### src/rtl/uart_rx.sv
// 8N1-style serial receiver: 2-FF synchronizer, 16x oversampling FSM, LSB-first deframing.
// Optional UART_RX_MAJORITY_EN: data/stop bits decided by 2-of-3 vote over the last three ticks of each bit.
module uart_rx #(
    parameter int DATA_BITS = 8,
    parameter int SB_TICK   = 16
) (
    input  logic                 clk,
    input  logic                 reset,
    input  logic                 b_tick,
    input  logic                 rx,
    output logic [DATA_BITS-1:0] d_out,
    output logic                 rx_done,
    output logic                 frame_err
);
    typedef enum logic [1:0] {IDLE, START, DATA, STOP} state_t;

    localparam logic [3:0] S_MID  = 4'd7;
    localparam logic [3:0] S_LAST = 4'd15;
    localparam logic [3:0] S_STOP = 4'(SB_TICK - 1);
    localparam logic [2:0] N_LAST = 3'(DATA_BITS - 1);

    state_t               state;
    logic [3:0]           s;
    logic [2:0]           n;
    logic [DATA_BITS-1:0] b;
    logic                 rx_q, rx_s;
    logic                 bit_val;

    always_ff @(posedge clk) begin
        if (reset) begin
            rx_q <= 1'b1;
            rx_s <= 1'b1;
        end else begin
            rx_q <= rx;
            rx_s <= rx_q;
        end
    end

`ifdef UART_RX_MAJORITY_EN
    localparam logic [3:0] S_DWIN = 4'd13;
    localparam logic [3:0] S_SWIN = 4'(SB_TICK - 3);

    // Two earlier captures are held; the third vote is the live rx_s on the deciding tick.
    logic [1:0] smp;
    logic       win;

    assign win = b_tick && (((state == DATA) && (s >= S_DWIN)) ||
                            ((state == STOP) && (s >= S_SWIN)));
    assign bit_val = (smp[1] & smp[0]) | (smp[1] & rx_s) | (smp[0] & rx_s);

    always_ff @(posedge clk) begin
        if (reset)
            smp <= 2'b00;
        else if (win)
            smp <= {smp[0], rx_s};
    end
`else
    assign bit_val = rx_s;
`endif

    always_ff @(posedge clk) begin
        if (reset) begin
            state     <= IDLE;
            s         <= '0;
            n         <= '0;
            b         <= '0;
            d_out     <= '0;
            rx_done   <= 1'b0;
            frame_err <= 1'b0;
        end else begin
            rx_done   <= 1'b0;
            frame_err <= 1'b0;
            case (state)
                IDLE: begin
                    if (!rx_s) begin
                        state <= START;
                        s     <= '0;
                    end
                end
                START: begin
                    if (b_tick) begin
                        if (s == S_MID) begin
                            // A start bit that is gone by mid-bit is a glitch.
                            if (!rx_s) begin
                                state <= DATA;
                                s     <= '0;
                                n     <= '0;
                            end else begin
                                state <= IDLE;
                            end
                        end else begin
                            s <= s + 4'd1;
                        end
                    end
                end
                DATA: begin
                    if (b_tick) begin
                        if (s == S_LAST) begin
                            s <= '0;
                            b <= {bit_val, b[DATA_BITS-1:1]};
                            if (n == N_LAST)
                                state <= STOP;
                            else
                                n <= n + 3'd1;
                        end else begin
                            s <= s + 4'd1;
                        end
                    end
                end
                STOP: begin
                    if (b_tick) begin
                        if (s == S_STOP) begin
                            // Leave at mid-stop so an immediately following start bit is seen.
                            state <= IDLE;
                            if (bit_val) begin
                                d_out   <= b;
                                rx_done <= 1'b1;
                            end else begin
                                frame_err <= 1'b1;
                            end
                        end else begin
                            s <= s + 4'd1;
                        end
                    end
                end
                default: state <= IDLE;
            endcase
        end
    end
endmodule

### config.mk
export PLATFORM = sky130hd
export DESIGN_NAME = uart_rx
export DESIGN_NICKNAME = d
export VERILOG_FILES = /design/src/rtl/uart_rx.sv
export SDC_FILE = /design/constraint.sdc
export NUM_CORES = 1
export LEC_CHECK = 0
export CORE_UTILIZATION = 59
export CTS_CLUSTER_DIAMETER = 200
export DETAILED_ROUTE_END_ITERATION = 12
export PLACE_DENSITY_LB_ADDON = 0.25
export SYNTH_ARGS = -nofsm -noshare
export SYNTH_HDL_FRONTEND = slang
export SYNTH_SLANG_ARGS = --single-unit
export TNS_END_PERCENT = 20
### constraint.sdc
create_clock -name clk -period 3.1 [get_ports clk]
set_clock_uncertainty 0.1 [all_clocks]
set_input_delay 0.31 -clock clk [delete_from_list [all_inputs] [get_ports clk]]
set_output_delay 0.31 -clock clk [all_outputs]
set_load 0.01 [all_outputs]
Word level (Yosys, flattened, before mapping)
Cells that the tools add are included.
{"block": "classes", "reduce_logical": 8, "add_sub_neg": 2, "n_bitwise": 3, "muxes": 27, "eq_ne": 17}
{"op": "$mux W4", "n": 7}
{"op": "$ne A2 B2 Y1 const B", "n": 11}
{"op": "$mux W2", "n": 9}
{"op": "$mux W3", "n": 6}
{"op": "$pmux W4 S4", "n": 1}
{"op": "$pmux W2 S4", "n": 1}
{"op": "$reduce_and A4 Y1", "n": 2}
{"op": "$reduce_and A8 Y1", "n": 1}
{"op": "$reduce_and A7 Y1", "n": 1}
{"op": "$pmux W3 S2", "n": 1}
{"op": "$add A4 B1 Y4 const B", "n": 1}
{"op": "$eq A2 B2 Y1 const B", "n": 2}
{"op": "$eq A4 B3 Y1 const B", "n": 1}
{"op": "$eq A4 B4 Y1 const B", "n": 1}
{"op": "$reduce_or A4 Y1", "n": 1}
{"op": "$add A3 B1 Y3 const B", "n": 1}
{"op": "$eq A3 B3 Y1 const B", "n": 1}
{"op": "$not A1 Y1", "n": 3}
{"op": "$reduce_and A3 Y1", "n": 1}
{"op": "$eq A2 B1 Y1 const B", "n": 1}
{"op": "$logic_not A2 Y1", "n": 1}
{"op": "$mux W1", "n": 2}
{"op": "$reduce_bool A2 Y1", "n": 1}
{"block": "totals", "output_inout_bits": 10, "in_bits": 4, "ff_bits": 29}

Depth between registers and ports, before layout
{"block": "logic_depth", "ltp_word": 5, "mapped_depth": 6}

Worst setup path before layout
No wires, ideal clock.
{"block": "synth_path", "kind": "flip-flop to flip-flop", "start": "register s[0]", "end": "register b[0]", "path_stages_with_launch": 7, "slack_ns": 1.539, "t_arrival_ns": 1.333, "t_required_ns": 2.872, "setup_ns": 0.128, "path_cell_list": "dfxtp_1 ha_1 and4_4 and3_4 buf_12 mux2i_1 nor2_1"}
{"block": "synth_between", "elab_chain_len": 2}
{"element": "from (decl)", "line": "23", "source": "logic [3:0] s;"}
{"element": "from (signal assigned)", "line": "92", "source": "s <= s + 4'd1;"}
{"element": "from (signal assigned)", "line": "106", "source": "s <= s + 4'd1;"}
{"element": "from (signal assigned)", "line": "122", "source": "s <= s + 4'd1;"}
{"element": "$eq A4 B4 Y1", "line": "98", "source": "if (s == S_LAST) begin"}
{"element": "$reduce_and A3 Y1 (no line)"}
{"element": "to (signal assigned)", "line": "100", "source": "b <= {bit_val, b[DATA_BITS-1:1]};"}
{"element": "to (decl)", "line": "25", "source": "logic [DATA_BITS-1:0] b;"}
No other way between the ends.
A chain may end at the register's enable or synchronous reset.

==> results by group <==
Run status
  • Status: completed

Routing
  • Wire length per cell: 12.7 um
  • Iteration-0 DRC Markers: 13
  • Routed vias/inst: 5.53
  • Via count: 940
  • Detailed-route DRC error count: 0
  • Final ANT Viol Nets: 0
  • Final WL: between 2000 and 2500 um
  • TritonRoute pass-1 iters: 4

Synth
  • Area contributors post-synth: dfxtp_1 44%, mux2i_1 14%, nor2_1 6.2%
  • Post-synthesis average cell area: 10.1 sq um
  • Area share of the largest cell type after synthesis: a little over two fifths
  • Syn. warnings: 0
  • Synth Area in Compound Gates: 7.44%
  • Mux cell area share after synthesis: 16.3%
  • Register bit total from synthesis: 29
  • Synthesized area: 1330 sq um
  • Predominant post-synthesis flop cell: dfxtp_1
  • Cells after synthesis: 131
  • Ys async rst share: 0%
  • Synth Area in Adders: approximately 2.8%
  • XOR/XNOR Fraction of Synth Area: 1.98%
  • Count of different cell masters after synthesis: 40
  • Seq/Total Area, Yosys: between 40% and 50%
  • Synth Area in Simple Gates: 20.4%
  • Number of synthesized flops with an enable pin: 0
  • Synth area leader: dfxtp_1
  • Largest family of logic cells by synthesized area: simple AND/OR/NAND/NOR gates
  • Post-Syn Nets: approximately 140

Placed design
  • Placed Cells incl. Taps: 163
  • PortBufs: 13
  • Dpl ws: 0.961 ns
  • Post-DP HPWL: 1500 um
  • Final Wtd Congestion: 0.855

STA
  • Max Clk Rate: 0.560 GHz
  • Final slew viol count: 0
  • Worst rel slew slack: 31.5%
  • Final setup violation count: 0
  • RSZ-0062 raised after global routing: no
  • Setup_tns: 0 ns
  • Final Hold Fails: 0
  • Slew @ Worst Pin: 1.02 ns
  • Post-route setup slack: 1.31 ns
  • Final min period: 1.79 ns
  • Final Cycle Share: between 50 and 60%

Clock tree
  • Post-CTS Setup Inserts: 0
  • Clk sinks: 29
  • Cts hold-fix bufs: 0
  • CTS root buf: clkbuf_4
  • CTS Buffer Depth: 2
  • CTS tree: built
  • Post_cts resized: 0
  • CTS buffer count: 5
  • H-tree level count: 2
  • Clock-pin slew on the worst setup and hold paths: around 0.080 ns
  • Clk Latency, worst-skew pair: about 0.32 ns

Global routing
  • First-pass GRT wire length: 3700 um
  • Remaining global-route overflow: 0
  • Number of global-route vias before repair: 831
  • Initial antenna violation count: 0
  • Pin count of the biggest net entering global routing: 34
  • Total GRT Usage: 20.7%

Pwr
  • PwrDens: 432 nW/um^2
  • Max IR drop VDD: 0.398 mV
  • Overall Power: between 0.6 and 0.7 mW
  • Static leakage: 0.570 nW

Finish
  • FILL cells: 166
  • Nets@finish: 150
  • Final core utilization: a little over 70%
  • Final Instance Count excl. Fillers: 170
  • Ratio of cells with drive above 1 in the final layout: between 10% and 20%
  • # diodes: 0
  • Area growth syn-to-layout: 9.70%

Floorplanning
  • Die area: 2450 sq um
  • Core Region: 2040 sq um
  • Initial Util: 65.1%
  • DIE HEIGHT: between 40 and 50 um
  • I/O pins: 14
  • Rows: 16
  • Overall die width: between 40 and 50 um

Flow run
  • # Max-Cap Violations: 0

Min path
  • Worst min path class: reg2reg

Worst setup path
  • Max FO, Critical Path: 33
  • Setup CP Type: in2reg
  • R2R setup slack: 1.34 ns
  • Required @ worst endpoint: 3.22 ns
  • Crit path DAT: ~1.9 ns
  • Crit end category: flop
  • CP startpoint kind: input pin
[final cells by class]
cell class | instances | area [sq um] | share of cell area (%)
clock buffers | 7 | 55.1 | 3.78
well taps | 27 | 33.8 | 2.32
multi-input cells | 92 | 651 | 44.6
repair buffers | 13 | 130 | 8.93
inverters | 2 | 7.51 | 0.515
flip-flops and latches | 29 | 581 | 39.8
[layout by cell type (no fill, tap or decap), drive strengths merged]
| cell type | Yosys | layout |
|---|---|---|
| or2 | 2 | 2 |
| nor3b | 1 | 1 |
| o221a | 1 | 1 |
| o32ai | 1 | 1 |
| nand2 | 5 | 5 |
| mux2i | 19 | 19 |
| o21ai | 6 | 6 |
| nand3 | 2 | 2 |
| a31o | 1 | 1 |
| and4 | 1 | 1 |
| nor2b | 1 | 1 |
| and2 | 1 | 1 |
| nor3 | 4 | 4 |
| nand2b | 4 | 4 |
| nand3b | 1 | 1 |
| o2bb2ai | 1 | 1 |
| xor2 | 2 | 2 |
| mux2 | 2 | 2 |
| and3 | 3 | 3 |
| a211oi | 1 | 1 |
| or2b | 1 | 1 |
| inv | 2 | 2 |
| clkdlybuf4s50 | 0 | 13 |
| xnor2 | 1 | 1 |
| a21oi | 2 | 2 |
| nand4 | 2 | 2 |
| nor2 | 22 | 22 |
| o21bai | 1 | 1 |
| a31oi | 1 | 1 |
| clkbuf | 3 | 7 |
| dfxtp | 29 | 29 |
| ha | 3 | 3 |
[critical path, stage by stage]
cell and delay, ns:
clkdlybuf4s50_1 1.14, nor2b_1 0.14, mux2_4 0.31
[state kept, by name, indices dropped and copies added (netlist names), named ones only]
signal	flops
frame_err	1
b	8
state	1
rx_done	1
s	4
bit_val	1
n	3
rx_q	1
d_out	8
[kinds of logic (layout without fill, tap and decap cells)]
group | after synthesis | count (layout)
adder cells (fa/ha/maj) | 3 | 3
AND/OR/NAND/NOR | 50 | 50
flip-flops | 29 | 29
buffers and inverters | 10 | 22
XOR/XNOR | 3 | 3
AO/OA/AOI/OAI | 15 | 15
multiplexers | 21 | 21
[per-layer routing]
layer,vias to the layer above,track usage [%],part of all wire (%)
li1,478,-,-
met1,441,24.5,46
met2,16,33.1,48
met3,5,6.48,3.8
met4,0,11.4,2.1
met5,-,0,0
[cells in the mapped netlist (2+ instances only)]
master / n
nand2_1: 5
clkbuf_8: 2
nor3_1: 4
ha_1: 3
mux2i_1: 19
buf_4: 2
o21ai_0: 4
nor2_1: 22
or2_2: 2
and3_4: 2
dfxtp_1: 29
o21ai_1: 2
inv_1: 2
xor2_1: 2
nand3_1: 2
a21oi_1: 2
nand2b_1: 4
[metrics by stage]
stage,cell area (sq um),hold slack [ns]
after floorplan,1330,0.289
after CTS,1460,0.331
final,1460,0.328
after global placement,1400,0.293
after detailed placement,1400,0.299
after global routing,1460,0.344
[power by group]
group / leakage, nW / internal [mW] / switching [mW] / total, mW
Sequential: 0.234 / 0.375 / 0.00474 / 0.379
Combinational: 0.304 / 0.0103 / 0.0122 / 0.0225
Clock: 0.0314 / 0.107 / 0.121 / 0.227
Total: 0.570 / 0.492 / 0.138 / 0.629
[final timing paths]
kind	startpoint	to	cells after the start
hold reg to reg	rx_q	bit_val	1
setup reg to reg	flop	n[0]	4
hold / removal	rx_q	bit_val	1
setup / recovery	reset	n[0]	3
(Power assumes the default switching activity.)
